$ cat src/rtl/cpu_pkg.sv
// ============================================================================
// cpu_pkg : opcodes, FSM state encoding, fault codes and strobe bundle. Rev 1.0
// ============================================================================
`default_nettype none

package cpu_pkg;

    localparam logic [4:0] OP_LD   = 5'b00000;
    localparam logic [4:0] OP_LDI  = 5'b00001;
    localparam logic [4:0] OP_ST   = 5'b00010;
    localparam logic [4:0] OP_ADD  = 5'b00011;
    localparam logic [4:0] OP_SUB  = 5'b00100;
    localparam logic [4:0] OP_SHR  = 5'b00101;
    localparam logic [4:0] OP_SHRA = 5'b00110;
    localparam logic [4:0] OP_SHL  = 5'b00111;
    localparam logic [4:0] OP_ROR  = 5'b01000;
    localparam logic [4:0] OP_ROL  = 5'b01001;
    localparam logic [4:0] OP_AND  = 5'b01010;
    localparam logic [4:0] OP_OR   = 5'b01011;
    localparam logic [4:0] OP_ADDI = 5'b01100;
    localparam logic [4:0] OP_ANDI = 5'b01101;
    localparam logic [4:0] OP_ORI  = 5'b01110;
    localparam logic [4:0] OP_DIV  = 5'b01111;
    localparam logic [4:0] OP_MUL  = 5'b10000;
    localparam logic [4:0] OP_NEG  = 5'b10001;
    localparam logic [4:0] OP_NOT  = 5'b10010;
    localparam logic [4:0] OP_MFHI = 5'b11000;
    localparam logic [4:0] OP_MFLO = 5'b11001;
    localparam logic [4:0] OP_NOP  = 5'b11010;
    localparam logic [4:0] OP_HALT = 5'b11011;

    localparam logic [1:0] FAULT_NONE    = 2'b00;
    localparam logic [1:0] FAULT_ILLEGAL = 2'b01;
    localparam logic [1:0] FAULT_MEM_TMO = 2'b10;

    typedef enum logic [3:0] {
        S_IDLE = 4'd0, S_T0 = 4'd1, S_T1 = 4'd2, S_T2 = 4'd3, S_T3 = 4'd4,
        S_T4   = 4'd5, S_T5 = 4'd6, S_T6 = 4'd7, S_HALT = 4'd8
    } state_t;

    typedef enum logic [3:0] {
        CL_REG, CL_IMM, CL_MULDIV, CL_MFHI, CL_MFLO,
        CL_UNARY, CL_NOP, CL_HALT, CL_ILLEGAL
    } iclass_t;

    typedef struct packed {
        logic gra, grb, grc, rin, rout, baout;
        logic hiout, loout, zhiout, zloout, pcout, mdrout, inportout, cout;
        logic pcin, irin, marin, mdrin, yin, zin, hiin, loin, incpc, read;
    } strobes_t;

    function automatic iclass_t op_class(input logic [4:0] op);
        case (op)
            OP_ADD, OP_SUB, OP_AND, OP_OR, OP_SHR,
            OP_SHRA, OP_SHL, OP_ROR, OP_ROL:        return CL_REG;
            OP_ADDI, OP_ANDI, OP_ORI:               return CL_IMM;
            OP_MUL, OP_DIV:                         return CL_MULDIV;
            OP_MFHI:                                return CL_MFHI;
            OP_MFLO:                                return CL_MFLO;
            OP_NEG, OP_NOT:                         return CL_UNARY;
            OP_NOP:                                 return CL_NOP;
            OP_HALT:                                return CL_HALT;
            default:                                return CL_ILLEGAL;
        endcase
    endfunction

endpackage

`default_nettype wire

$ cat src/rtl/ctrl_decode.sv
// ============================================================================
// ctrl_decode : combinational (state, opcode) -> control strobe bundle. Rev 1.0
// ============================================================================
`default_nettype none

module ctrl_decode
    import cpu_pkg::*;
#(
    parameter int OPW = 5
) (
    input  state_t         state,
    input  logic           first_t1,
    input  logic [OPW-1:0] opcode,
    output strobes_t       strobes,
    output logic [OPW-1:0] alu_op
);

    iclass_t cls;
    assign cls = op_class(opcode);

    always_comb begin
        strobes = '0;
        alu_op  = '0;
        case (state)
            S_T0: begin
                strobes.pcout = 1'b1;
                strobes.marin = 1'b1;
                strobes.incpc = 1'b1;
                strobes.zin   = 1'b1;
            end
            S_T1: begin
                // PC reloads once; the memory read stays requested while waiting
                strobes.zloout = 1'b1;
                strobes.pcin   = first_t1;
                strobes.read   = 1'b1;
                strobes.mdrin  = 1'b1;
            end
            S_T2: begin
                strobes.mdrout = 1'b1;
                strobes.irin   = 1'b1;
            end
            S_T3: begin
                alu_op = opcode;
                case (cls)
                    CL_REG, CL_IMM: begin
                        strobes.grb = 1'b1; strobes.rout = 1'b1; strobes.yin = 1'b1;
                    end
                    CL_MULDIV: begin
                        strobes.gra = 1'b1; strobes.rout = 1'b1; strobes.yin = 1'b1;
                    end
                    CL_MFHI: begin
                        strobes.hiout = 1'b1; strobes.gra = 1'b1; strobes.rin = 1'b1;
                    end
                    CL_MFLO: begin
                        strobes.loout = 1'b1; strobes.gra = 1'b1; strobes.rin = 1'b1;
                    end
                    CL_UNARY: begin
                        strobes.grb = 1'b1; strobes.rout = 1'b1; strobes.zin = 1'b1;
                    end
                    default: ;
                endcase
            end
            S_T4: begin
                alu_op = opcode;
                case (cls)
                    CL_REG: begin
                        strobes.grc = 1'b1; strobes.rout = 1'b1; strobes.zin = 1'b1;
                    end
                    CL_IMM: begin
                        strobes.cout = 1'b1; strobes.zin = 1'b1;
                    end
                    CL_MULDIV: begin
                        strobes.grb = 1'b1; strobes.rout = 1'b1; strobes.zin = 1'b1;
                    end
                    CL_UNARY: begin
                        strobes.zloout = 1'b1; strobes.gra = 1'b1; strobes.rin = 1'b1;
                    end
                    default: ;
                endcase
            end
            S_T5: begin
                alu_op = opcode;
                case (cls)
                    CL_REG, CL_IMM: begin
                        strobes.zloout = 1'b1; strobes.gra = 1'b1; strobes.rin = 1'b1;
                    end
                    CL_MULDIV: begin
                        strobes.zloout = 1'b1; strobes.loin = 1'b1;
                    end
                    default: ;
                endcase
            end
            S_T6: begin
                alu_op         = opcode;
                strobes.zhiout = 1'b1;
                strobes.hiin   = 1'b1;
            end
            default: ;
        endcase
    end

endmodule

`default_nettype wire

$ cat src/rtl/control_sequencer.sv
// ============================================================================
// control_sequencer : Moore control FSM (fetch/execute, mem wait, halt/fault).
// Option macro CTRL_ILLEGAL_TRAP_EN traps unlisted opcodes.           Rev 1.0
// ============================================================================
`default_nettype none

module control_sequencer
    import cpu_pkg::*;
#(
    parameter int OPW          = 5,
    parameter int MEM_WAIT_MAX = 15
) (
    input  logic           clock,
    input  logic           clear,
    input  logic [31:0]    ir,
    input  logic           mem_rdy,
    input  logic           run_req,
    output logic           Gra, Grb, Grc,
    output logic           Rin, Rout, BAout,
    output logic           HIout, LOout, ZHIout, ZLOout, PCout, MDRout, Inportout, Cout,
    output logic           PCin, IRin, MARin, MDRin, Yin, Zin, HIin, LOin, IncPC, Read,
    output logic [OPW-1:0] alu_op,
    output logic           run,
    output logic [1:0]     fault
);

    localparam int CNT_W = $clog2(MEM_WAIT_MAX + 1);

    state_t           state, next_state, end_state;
    logic [CNT_W-1:0] wait_cnt, next_cnt;
    logic [1:0]       fault_q, next_fault;
    logic [OPW-1:0]   opcode;
    strobes_t         strobes;
    logic             unused_ir;

    assign opcode    = ir[31 -: OPW];
    assign unused_ir = ^ir[31-OPW:0];
    assign end_state = run_req ? S_T0 : S_IDLE;

    always_ff @(posedge clock or negedge clear) begin
        if (!clear) begin
            state    <= S_IDLE;
            wait_cnt <= '0;
            fault_q  <= FAULT_NONE;
        end else begin
            state    <= next_state;
            wait_cnt <= next_cnt;
            fault_q  <= next_fault;
        end
    end

    always_comb begin
        next_state = state;
        next_cnt   = wait_cnt;
        next_fault = fault_q;
        case (state)
            S_IDLE: if (run_req) next_state = S_T0;
            S_T0: begin
                next_state = S_T1;
                next_cnt   = '0;
            end
            S_T1: begin
                if (mem_rdy) begin
                    next_state = S_T2;
                    next_cnt   = '0;
                end else if (wait_cnt == CNT_W'(MEM_WAIT_MAX - 1)) begin
                    next_state = S_HALT;
                    next_fault = FAULT_MEM_TMO;
                end else begin
                    next_cnt = wait_cnt + CNT_W'(1);
                end
            end
            S_T2: next_state = S_T3;
            S_T3: begin
                case (op_class(opcode))
                    CL_REG, CL_IMM, CL_MULDIV, CL_UNARY: next_state = S_T4;
                    CL_HALT:                             next_state = S_HALT;
`ifdef CTRL_ILLEGAL_TRAP_EN
                    CL_ILLEGAL: begin
                        next_state = S_HALT;
                        next_fault = FAULT_ILLEGAL;
                    end
`endif
                    default:                             next_state = end_state;
                endcase
            end
            S_T4: next_state = (op_class(opcode) == CL_UNARY) ? end_state : S_T5;
            S_T5: next_state = (op_class(opcode) == CL_MULDIV) ? S_T6 : end_state;
            S_T6: next_state = end_state;
            S_HALT: next_state = S_HALT;
            default: next_state = S_IDLE;
        endcase
    end

    ctrl_decode #(.OPW(OPW)) u_decode (
        .state    (state),
        .first_t1 (wait_cnt == '0),
        .opcode   (opcode),
        .strobes  (strobes),
        .alu_op   (alu_op)
    );

    assign Gra       = strobes.gra;
    assign Grb       = strobes.grb;
    assign Grc       = strobes.grc;
    assign Rin       = strobes.rin;
    assign Rout      = strobes.rout;
    assign BAout     = strobes.baout;
    assign HIout     = strobes.hiout;
    assign LOout     = strobes.loout;
    assign ZHIout    = strobes.zhiout;
    assign ZLOout    = strobes.zloout;
    assign PCout     = strobes.pcout;
    assign MDRout    = strobes.mdrout;
    assign Inportout = strobes.inportout;
    assign Cout      = strobes.cout;
    assign PCin      = strobes.pcin;
    assign IRin      = strobes.irin;
    assign MARin     = strobes.marin;
    assign MDRin     = strobes.mdrin;
    assign Yin       = strobes.yin;
    assign Zin       = strobes.zin;
    assign HIin      = strobes.hiin;
    assign LOin      = strobes.loin;
    assign IncPC     = strobes.incpc;
    assign Read      = strobes.read;
    assign run       = (state != S_HALT);
    assign fault     = fault_q;

endmodule

`default_nettype wire
$ cat config.mk
export PLATFORM = sky130hd
export DESIGN_NAME = control_sequencer
export DESIGN_NICKNAME = d
export VERILOG_FILES = /design/src/rtl/cpu_pkg.sv /design/src/rtl/ctrl_decode.sv /design/src/rtl/control_sequencer.sv
export SDC_FILE = /design/constraint.sdc
export NUM_CORES = 1
export LEC_CHECK = 0
export ABC_AREA = 1
export ABC_CLOCK_PERIOD_IN_PS = 1700
export CAP_MARGIN = 20
export CELL_PAD_IN_SITES_DETAIL_PLACEMENT = 0
export CELL_PAD_IN_SITES_GLOBAL_PLACEMENT = 2
export CORE_ASPECT_RATIO = 1.2
export CORE_UTILIZATION = 17
export DETAILED_ROUTE_END_ITERATION = 10
export GPL_TIMING_DRIVEN = 0
export HOLD_SLACK_MARGIN = 0.12
export PLACE_DENSITY = 0.87
export REMOVE_ABC_BUFFERS = 1
export SYNTH_ARGS = -nofsm -noshare
export SYNTH_HDL_FRONTEND = slang
export SYNTH_SLANG_ARGS = --single-unit
export TNS_END_PERCENT = 5
$ cat constraint.sdc
create_clock -name clock -period 1.7 [get_ports clock]
set_input_delay 0.255 -clock clock [delete_from_list [all_inputs] [get_ports clock]]
set_output_delay 0.255 -clock clock [all_outputs]
set_load 0.02 [all_outputs]
==> results of run 1 <==
final cells by class:
| cell class | instances | share of cell area |
|---|---|---|
| multi-input cells | 113 | 0.447 |
| inverters | 35 | 0.0791 |
| clock buffers | 4 | 0.0241 |
| well taps | 82 | 0.0550 |
| repair buffers | 62 | 0.273 |
| flip-flops and latches | 9 | 0.121 |
power by group through the flow:
| stage | combinational (W) | clock (W) | sequential, W |
|---|---|---|---|
| final | 0.00145 | 0.000243 | 0.000358 |
| after global placement | 0.00124 | 0 | 0.000360 |
| after detailed placement | 0.00124 | 0 | 0.000361 |
| after floorplan | 0.000783 | 0 | 0.000345 |
| after global routing | 0.00159 | 0.000264 | 0.000363 |
| after CTS | 0.00128 | 0.000249 | 0.000366 |
placed cells by master, fill, tap and decap left out, types with 2 or more instances in the layout:
master            n
nor4_2            2
nand2_4           6
o211ai_1          3
inv_1            16
nor2_1           14
clkbuf_8          3
o21ai_1           3
clkdlybuf4s15_1   2
a21oi_1           7
buf_8             2
nand3_2           4
nor2_4            6
buf_6             4
nor3_2            3
nand2_2           3
nand3_1          12
nor2_2            3
clkdlybuf4s15_2   4
clkdlybuf4s50_1   4
clkbuf_2          6
conb_1            3
ha_1              5
o21ai_0           4
buf_4            32
inv_6             3
nor3_4            2
inv_2            15
dlygate4sd2_1     5
nand3_4           3
nand2_1          19
dfrtp_1           8
nand4_1           2
buf_2             3
worst max-delay path by stage:
stage / startpoint / to / slack [ns] / cells past startpoint
6_report: state[1] / Rin / -0.16 / 8
5_1_grt: state[1] / Rin / -0.22 / 8
4_1_cts: ir[28] / Rin / -0.21 / 14
3_5_place_dp: ir[27] / Rout / -1.26 / 13
3_3_place_gp: ir[27] / Gra / -1.23 / 13
2_1_floorplan: ir[28] / Cout / -0.20 / 8
layer usage:
metal  vias up  track usage  wire [um]
met1       574        0.107       1310
li1        633            -          -
met5         -            0          0
met2        40        0.186       1810
met4         0       0.0455         74
met3         6       0.0114        124
registers in the layout, summed over array words and instances, names as in the netlist:
name      flops
state         4
wait_cnt      4
fault         1
logic make-up (layout without fill, tap and decap cells):
group,Yosys count,in the layout,synth area share
buffers and inverters,43,101,0.184
flip-flops,9,9,0.214
other,1,3,0.00356
adder cells (fa/ha/maj),7,7,0.0830
AND/OR/NAND/NOR,81,81,0.389
AO/OA/AOI/OAI,22,22,0.127
per-stage QoR:
step / utilization / total power, W / worst slack (ns) / setup TNS, ns / hold slack, ns
3_3_place_gp: 0.245 / 0.00160 / -1.23 / -16.94 / 0.450
3_5_place_dp: 0.245 / 0.00160 / -1.26 / -17.22 / 0.471
4_1_cts: 0.285 / 0.00190 / -0.208 / -2.52 / 0.333
5_1_grt: 0.310 / 0.00221 / -0.224 / -2.30 / 0.363
6_report: 0.310 / 0.00205 / -0.164 / -1.04 / 0.321
2_1_floorplan: - / 0.00113 / -0.197 / -0.886 / -0.0406
what timing repair did:
item | in CTS | in global routing
endpoints found under the setup margin | 32 | 26
pin swaps | 16 | 19
hold endpoints to repair | 0 | 0
resized for setup | 132 | 51
setup buffers | 13 | 12
worst max-delay path: stages (launching register included):
cell and delay [ns]:
dfrtp_1 0.40, buf_4 0.15, nor3_4 0.22, buf_4 0.16
nand3_2 0.09, o21ai_1 0.08, inv_1 0.08, nand2_1 0.08
buf_6 0.11
==> flow_metrics.env, run 1 <==
export IMPL_grt_pass1_vias=1135
export IMPL_max_freq_mhz=536
export IMPL_ant_nets=0
export IMPL_clkLatencyLatePin_ns=0.23
export IMPL_hold_violations=0
export IMPL_sw_frac_of_total=0.504
export IMPL_yosysWarnings=0
export IMPL_r2r_end="wait_cnt[3]"
export IMPL_dp_hpwl_um=2360
export IMPL_syn_avg_cell_area_um2=6.47
export IMPL_worstReg2RegStart="state[2]"
export IMPL_syn_inst=163
export IMPL_worstRegToRegCells=11
export IMPL_grt_pass1_wl_um=5000
export IMPL_n_fill_cell=650
export IMPL_synth_edf_count=0
export IMPL_numCtsBuffers=3
export IMPL_synth_seq_cells=9
export IMPL_die_h_um=88.3
export IMPL_drive_gt1_frac=0.502
export IMPL_p_leak_nw=0.916
export IMPL_io_buffers=37
export IMPL_final_max_slew_viol_count=0
export IMPL_seq_area_um2=226
export IMPL_cts_tree="yes"
export IMPL_hold_buffers=0
export IMPL_yosys_most_used_dff="dfrtp_1"
export IMPL_reg2reg_slack_ns=0.07
export IMPL_final_cell_area_um2=1870
export IMPL_vias=1253
export IMPL_via_per_inst=4.11
export IMPL_status="finished, violations left"
export IMPL_power_density_nw_per_um2=1100
export IMPL_max_vdd_ir_drop_mv=0.297
export IMPL_io_pins=68
export IMPL_maxCapViolations=0
export IMPL_diodes=0
export IMPL_placed_cell_area_um2=1480
export IMPL_async_reset_ff_frac=1.00
export IMPL_ys_types=29
export IMPL_synth_top_area_share=0.214
export IMPL_clk_pin_slew_worst_paths_ns=0.04
export IMPL_drt_iter0_drc=18
export IMPL_grt_antenna_before_repair=0
export IMPL_final_net_count=267
export IMPL_grt_ovfl_total=0
export IMPL_violations="setup timing"
export IMPL_drtPass1Iterations=4
export IMPL_clockBufferDepth=2
export IMPL_finalCritPeriodShare=1.10
export IMPL_core_um2=6010
export IMPL_area_growth_pct=76.9
export IMPL_fin_cells=305
export IMPL_cts_sinks=9
export IMPL_rsz0062_at_grt="true"
export IMPL_finalWorstSetupSlack_ns=-0.164
export IMPL_cp_max_fo=3
export IMPL_synthTopCellsByArea="dfrtp_1 (21%), inv_1 (9.3%), ha_1 (8.3%), nand2_1 (8.2%), nand3_1 (8.1%)"
export IMPL_avgRoutedWirePerCell_um=10.9
export IMPL_grt_max_degree=10
export IMPL_power_frac_seq=0.174
export IMPL_p_sw_w=0.00103
export IMPL_die_w_um=73.9
export IMPL_path_class="reg -> out"
export IMPL_ys_seq_area_frac=0.214
export IMPL_p_int_w=0.00102
export IMPL_cts_root_buf="clkbuf_8"
export IMPL_synth_cells_most_frequent="inv_1 (26), nand2_1 (23), nor2_1 (18), nand3_1 (17), dfrtp_1 (9)"
export IMPL_start_util=0.175
export IMPL_route_detailed_drc=0
export IMPL_crit_arrival_ns=1.61
export IMPL_worst_setup_path_end_kind="output port"
export IMPL_min_path_type="in -> async"
export IMPL_finalWorstPathRequiredPeriod_ns=1.86
export IMPL_htree_levels=1
export IMPL_syn_cell_area_um2=1050
export IMPL_grtUsageTotal=0.0981
export IMPL_crit_required_ns=1.44
export IMPL_multi_input_area_um2=835
export IMPL_clock_skew_ns=0.000245
export IMPL_totalWireLength_um=3320
export IMPL_dieArea_um2=6520
export IMPL_dp_cells=276
export IMPL_final_setup_viol_count=15
export IMPL_power_share_combinational=0.707
export IMPL_gp_congestion=0.752
export IMPL_start_kind="flop"
export IMPL_p_clk_frac=0.119
export IMPL_yosysTopAreaCell="dfrtp_1"
export IMPL_rows=31
export IMPL_yosysMostFrequentCell="inv_1"
(Power assumes the default switching activity.)
==> inputs of run 2 (changes only) <==
ABC_CLOCK_PERIOD_IN_PS = unset   (was 1700)
PLACE_DENSITY = 0.86   (was 0.87)
==> run 2 against run 1 <==
Net effect:
- the flow still finishes with violations (setup timing)
- wire length up 2.7%
- flip-flop and latch count is the same
- hold slack better by 0.00070 ns
- register-to-register slack got worse by 0.21 ns
- power fell by 3.9%
- clock power up 2%
- die area is the same
- utilization shrank 0.25 points
- via count rose by 1.4%
==> flow_metrics.env, run 2 (synthesis results as in run 1) <==
export IMPL_cp_startpoint="ir[28]"
export IMPL_maxCapViolations=0
export IMPL_rsz0062_at_grt="true"
export IMPL_max_freq_mhz=537
export IMPL_multi_input_area_um2=826
export IMPL_worstSetupPathDepth=13
export IMPL_worst_setup_path_end_kind="output port"
export IMPL_max_vdd_ir_drop_mv=0.290
export IMPL_finalWorstSetupSlack_ns=-0.162
export IMPL_io_buffers=37
export IMPL_grt_pass1_wl_um=5230
export IMPL_worstReg2RegStart="state[0]"
export IMPL_ant_nets=0
export IMPL_grt_pass1_vias=1199
export IMPL_rows=31
export IMPL_r2r_end="state[2]"
export IMPL_grt_ovfl_total=0
export IMPL_clockBufferDepth=2
export IMPL_n_fill_cell=669
export IMPL_worstPathCellList="buf_8, inv_6, ha_4, inv_2, nand2_2, nand3_2, nand2_4, nand2_4, nand2_4, nor2_2, a31oi_2, o31ai_1, buf_2"
export IMPL_cpLargestDelayFamily="simple AND/OR/NAND/NOR gates"
export IMPL_core_um2=6010
export IMPL_dp_cells=276
export IMPL_drt_iter0_drc=54
export IMPL_finalCritPeriodShare=1.10
export IMPL_die_w_um=73.9
export IMPL_layout_commonest_cell="buf_4"
export IMPL_min_path_type="in -> async"
export IMPL_clkLatencyLatePin_ns=0.23
export IMPL_p_sw_w=0.00103
export IMPL_dieArea_um2=6520
export IMPL_start_util=0.175
export IMPL_io_pins=68
export IMPL_p_leak_nw=0.907
export IMPL_p_int_w=0.000943
export IMPL_finalWorstPathRequiredPeriod_ns=1.86
export IMPL_cts_root_buf="clkbuf_8"
export IMPL_avgRoutedWirePerCell_um=11.1
export IMPL_grt_max_degree=10
export IMPL_cts_tree="yes"
export IMPL_sw_frac_of_total=0.521
export IMPL_final_net_count=269
export IMPL_drtPass1Iterations=4
export IMPL_htree_levels=1
export IMPL_violations="setup timing"
export IMPL_cp_max_fo=5
export IMPL_critPathMaxStageDelay_ns=0.26
export IMPL_totalWireLength_um=3410
export IMPL_final_util=0.308
export IMPL_area_growth_pct=75.4
export IMPL_gp_congestion=0.761
export IMPL_path_class="in -> out"
export IMPL_route_detailed_drc=0
export IMPL_via_per_inst=4.14
export IMPL_clk_pin_slew_worst_paths_ns=0.04
export IMPL_die_h_um=88.3
export IMPL_crit_arrival_ns=1.61
export IMPL_dp_hpwl_um=2290
export IMPL_hold_violations=0
export IMPL_seq_area_um2=228
export IMPL_power_density_nw_per_um2=1060
export IMPL_crit_required_ns=1.44
export IMPL_final_max_slew_viol_count=0
export IMPL_fin_cells=307
export IMPL_power_frac_seq=0.192
export IMPL_start_kind="input port"
export IMPL_slowest_stage="ha_4"
export IMPL_clock_skew_ns=0.00228
export IMPL_final_setup_viol_count=12
export IMPL_reg2reg_slack_ns=-0.14
export IMPL_critPathBufInv=4
export IMPL_p_clk_frac=0.125
export IMPL_diodes=0
export IMPL_status="finished, violations left"
export IMPL_vias=1271
export IMPL_cpMostUsedCell="nand2_4"
export IMPL_final_cell_mix="buf_4 (30), inv_1 (16), nand2_1 (16)"
export IMPL_dp_worst_setup_slack_ns=-1.24
export IMPL_numCtsBuffers=3
export IMPL_cts_sinks=9
export IMPL_grt_antenna_before_repair=0
export IMPL_grtUsageTotal=0.103
export IMPL_power_share_combinational=0.682
export IMPL_worstRegToRegCells=12
export IMPL_hold_slack_ns=0.321
export IMPL_drive_gt1_frac=0.556
## run 2: changes by cell type in the layout (fill, tap and decap cells not counted), moves of 3 or more
cell             delta
clkbuf_2            +8
nand2_1             -3
nand3_2             +4
nor2_2              +3
clkdlybuf4s15_2     -3
dlygate4sd2_1       -3
nand2_2             +4
buf_6               +3
## run 2: repair_timing
action                                  4_1_cts  5_1_grt
gates resized for setup                     126       66
hold buffers                                  0        0
endpoints found under the setup margin       32       26
pin swaps                                    15       12
buffers inserted                             24        4
## run 2: worst reg2reg max path: cells and delay by family (launching register included)
family	cells	cell delay (ns)
and+or+nand+nor	4	0.46
AOI/OAI and AO/OA	1	0.06
buffers and inverters	7	0.81
DFF	1	0.45
## run 2: area by class of cell
class,count,share of cell area
multi-input cells,113,0.446
well taps,82,0.0554
flip-flops and latches,9,0.123
inverters,35,0.0791
repair buffers,64,0.272
clock buffers,4,0.0243
## run 2: metal layers
layer | track usage | wire length (um)
met4 | 0.0367 | 17
met2 | 0.198 | 1900
met3 | 0.00911 | 122
met1 | 0.116 | 1360
met5 | 0 | 0
## run 2: worst max-delay path by stage
stage,to,slack (ns)
6_report,Rout,-0.16
5_1_grt,Rin,-0.26
4_1_cts,Rin,-0.21
3_5_place_dp,Rout,-1.24
3_3_place_gp,Gra,-1.24
2_1_floorplan,Cout,-0.20
## run 2: metrics by stage
| stage | TNS, ns | cell area (um2) | total power, W |
|---|---|---|---|
| after floorplan | -0.886 | 1000 | 0.00113 |
| after global placement | -17.01 | 1480 | 0.00160 |
| after detailed placement | -16.91 | 1480 | 0.00160 |
| after CTS | -2.04 | 1760 | 0.00191 |
| after global routing | -2.69 | 1850 | 0.00213 |
| final | -1.35 | 1850 | 0.00197 |
## run 2: power groups by stage
stage / Combinational [W] / Sequential, W / Clock [W]
2_1_floorplan: 0.000783 / 0.000345 / 0
3_3_place_gp: 0.00124 / 0.000361 / 0
3_5_place_dp: 0.00124 / 0.000362 / 0
4_1_cts: 0.00128 / 0.000378 / 0.000248
5_1_grt: 0.00148 / 0.000388 / 0.000263
6_report: 0.00134 / 0.000379 / 0.000247
==> inputs of run 3 (changes only) <==
ABC_AREA = unset   (was 1)
CORE_UTILIZATION = 20   (was 17)
PLACE_DENSITY = 0.89   (was 0.86)
SETUP_SLACK_MARGIN = 0.3   (was unset)
==> run 3 against run 2 <==
Net effect:
- sequential power is 4% higher
- the flow still finishes with violations (setup timing)
- power is 15% higher
- cell count down 9.8%
- critical path depth fell by 8
- via count is 3.9% lower
==> flow_metrics.env, run 3 <==
export IMPL_status="finished, violations left"
export IMPL_violations="setup timing"
export IMPL_crit_arrival_ns=1.92
export IMPL_gp_congestion=0.769
export IMPL_grt_ovfl_total=0
export IMPL_clockBufferDepth=2
export IMPL_via_per_inst=4.41
export IMPL_io_pins=68
export IMPL_syn_avg_cell_area_um2=7.51
export IMPL_hold_violations=0
export IMPL_synth_xor_area_share=0.0219
export IMPL_synth_compound_area_share=0.204
export IMPL_worstRegToRegCells=6
export IMPL_p_clk_frac=0.111
export IMPL_rsz0062_at_grt="true"
export IMPL_grtUsageTotal=0.105
export IMPL_power_density_nw_per_um2=1250
export IMPL_syn_inst=160
export IMPL_finalWorstPathRequiredPeriod_ns=2.17
export IMPL_synth_cells_most_frequent="nor2_1 (18), nand2_1 (13), inv_1 (10), dfrtp_1 (9), nand2b_1 (9)"
export IMPL_cts_sinks=9
export IMPL_rows=30
export IMPL_start_kind="flop"
export IMPL_hold_slack_ns=0.337
export IMPL_dieArea_um2=6320
export IMPL_cts_tree="yes"
export IMPL_synth_edf_count=0
export IMPL_die_w_um=72.7
export IMPL_drive_gt1_frac=0.457
export IMPL_grt_antenna_before_repair=0
export IMPL_layout_commonest_cell="buf_4"
export IMPL_drt_iter0_drc=84
export IMPL_multi_input_area_um2=996
export IMPL_power_frac_seq=0.173
export IMPL_syn_cell_area_um2=1200
export IMPL_avgRoutedWirePerCell_um=11.8
export IMPL_cp_max_fo=6
export IMPL_synthTopCellsByArea="dfrtp_1 (19%), ha_1 (7.3%), nor2_1 (5.6%), buf_4 (5.0%), nand2b_1 (4.7%)"
export IMPL_final_setup_viol_count=18
export IMPL_diodes=0
export IMPL_yosysTopAreaCell="dfrtp_1"
export IMPL_worstReg2RegStart="state[0]"
export IMPL_clk_pin_slew_worst_paths_ns=0.05
export IMPL_ant_nets=0
export IMPL_min_path_type="in -> async"
export IMPL_grt_pass1_vias=1142
export IMPL_sw_frac_of_total=0.486
export IMPL_yosys_most_used_dff="dfrtp_1"
export IMPL_synth_area_mux_share=0.00833
export IMPL_ys_seq_area_frac=0.188
export IMPL_finalCritPeriodShare=1.28
export IMPL_reg2reg_slack_ns=-0.10
export IMPL_path_class="reg -> out"
export IMPL_r2r_end="wait_cnt[3]"
export IMPL_grt_max_degree=18
export IMPL_totalWireLength_um=3280
export IMPL_synth_fa_ha_area_frac=0.0729
export IMPL_synthSimpleGateAreaFrac=0.375
export IMPL_p_sw_w=0.00110
export IMPL_worst_setup_path_end_kind="output port"
export IMPL_core_um2=5710
export IMPL_max_freq_mhz=461
export IMPL_maxCapViolations=0
export IMPL_n_fill_cell=644
export IMPL_numCtsBuffers=3
export IMPL_final_max_slew_viol_count=0
export IMPL_final_cell_mix="buf_4 (22), nand2_1 (12), nor2_1 (12)"
export IMPL_p_int_w=0.00116
export IMPL_io_buffers=37
export IMPL_synth_top_area_share=0.188
export IMPL_crit_required_ns=1.44
export IMPL_die_h_um=86.9
export IMPL_route_detailed_drc=0
export IMPL_finalWorstSetupSlack_ns=-0.470
export IMPL_async_reset_ff_frac=1.00
export IMPL_p_leak_nw=0.784
export IMPL_htree_levels=1
export IMPL_dp_hpwl_um=2420
export IMPL_vias=1221
export IMPL_clock_skew_ns=0.000804
export IMPL_yosysMostFrequentCell="nor2_1"
export IMPL_synth_top_family_by_area="simple AND/OR/NAND/NOR gates"
export IMPL_cts_root_buf="clkbuf_8"
export IMPL_ys_types=47
export IMPL_area_growth_pct=50.7
export IMPL_dp_cells=262
export IMPL_clkLatencyLatePin_ns=0.23
export IMPL_drtPass1Iterations=4
export IMPL_grt_pass1_wl_um=5430
export IMPL_fin_cells=277
export IMPL_yosysWarnings=0
export IMPL_max_vdd_ir_drop_mv=0.628
export IMPL_final_net_count=241
export IMPL_seq_area_um2=230
export IMPL_power_share_combinational=0.716
export IMPL_start_util=0.211
export IMPL_synth_seq_cells=9
[run 3: critical path, stage by stage (launching register included)]
cell and delay [ns]:
dfrtp_2 0.42, nand2b_4 0.15, or3_4 0.37, a211oi_2 0.19
and3_1 0.21, dlygate4sd2_1 0.34
[run 3: worst max path at each step]
stage,depth (start not counted),endpoint,slack (ns),startpoint
finish,5,LOout,-0.47,state[3]
global route,7,Gra,-0.55,state[3]
CTS,5,LOout,-0.45,state[3]
detailed placement,10,ZLOout,-1.74,ir[27]
global placement,10,ZLOout,-1.75,ir[27]
floorplan,3,Zin,-0.96,state[1]
[run 3: power by group through the flow]
| stage | Sequential [W] | Combinational, W | Clock [W] |
|---|---|---|---|
| 6_report | 0.000393 | 0.00162 | 0.000251 |
| 5_1_grt | 0.000410 | 0.00177 | 0.000264 |
| 4_1_cts | 0.000394 | 0.00160 | 0.000257 |
| 3_5_place_dp | 0.000418 | 0.00139 | 0 |
| 3_3_place_gp | 0.000413 | 0.00139 | 0 |
| 2_1_floorplan | 0.000383 | 0.000866 | 0 |
[run 3: layout make-up]
type,count,area share
well taps,80,0.0553
flip-flops and latches,9,0.127
clock buffers,4,0.0249
multi-input cells,126,0.550
inverters,10,0.0235
repair buffers,48,0.219
[run 3: timing repair]
item	CTS	global route
setup buffers	11	0
pin swaps	13	3
resized for setup	185	16
hold buffers	0	0
gates cloned	0	0
setup endpoints to repair	38	37
[run 3: stage by stage]
step	total power [W]	setup WS, ns	cell area [um2]	TNS (ns)	util
finish	0.00227	-0.470	1810	-5.18	0.317
global placement	0.00180	-1.75	1560	-27.89	0.274
detailed placement	0.00181	-1.74	1560	-28.06	0.274
CTS	0.00225	-0.448	1760	-5.54	0.309
floorplan	0.00125	-0.957	1090	-9.83	-
global route	0.00244	-0.550	1810	-6.85	0.317
[run 3: kinds of logic after synthesis]
group                      count (synthesis)
DFF                                        9
muxes                                      1
and+or+nand+nor                           77
buffers and inverters                     27
xor gates and xnor gates                   3
AOI/OAI and AO/OA                         35
adders and majority gates                  7
other                                      1
[run 3: metal layers]
metal  global-route usage  wire (um)  vias to the layer above
met3              0.00810        133                        2
met1                0.138       1510                      561
met5                    0          0                        -
li1                     -          -                      626
met2                0.191       1620                       32
met4               0.0160         20                        0
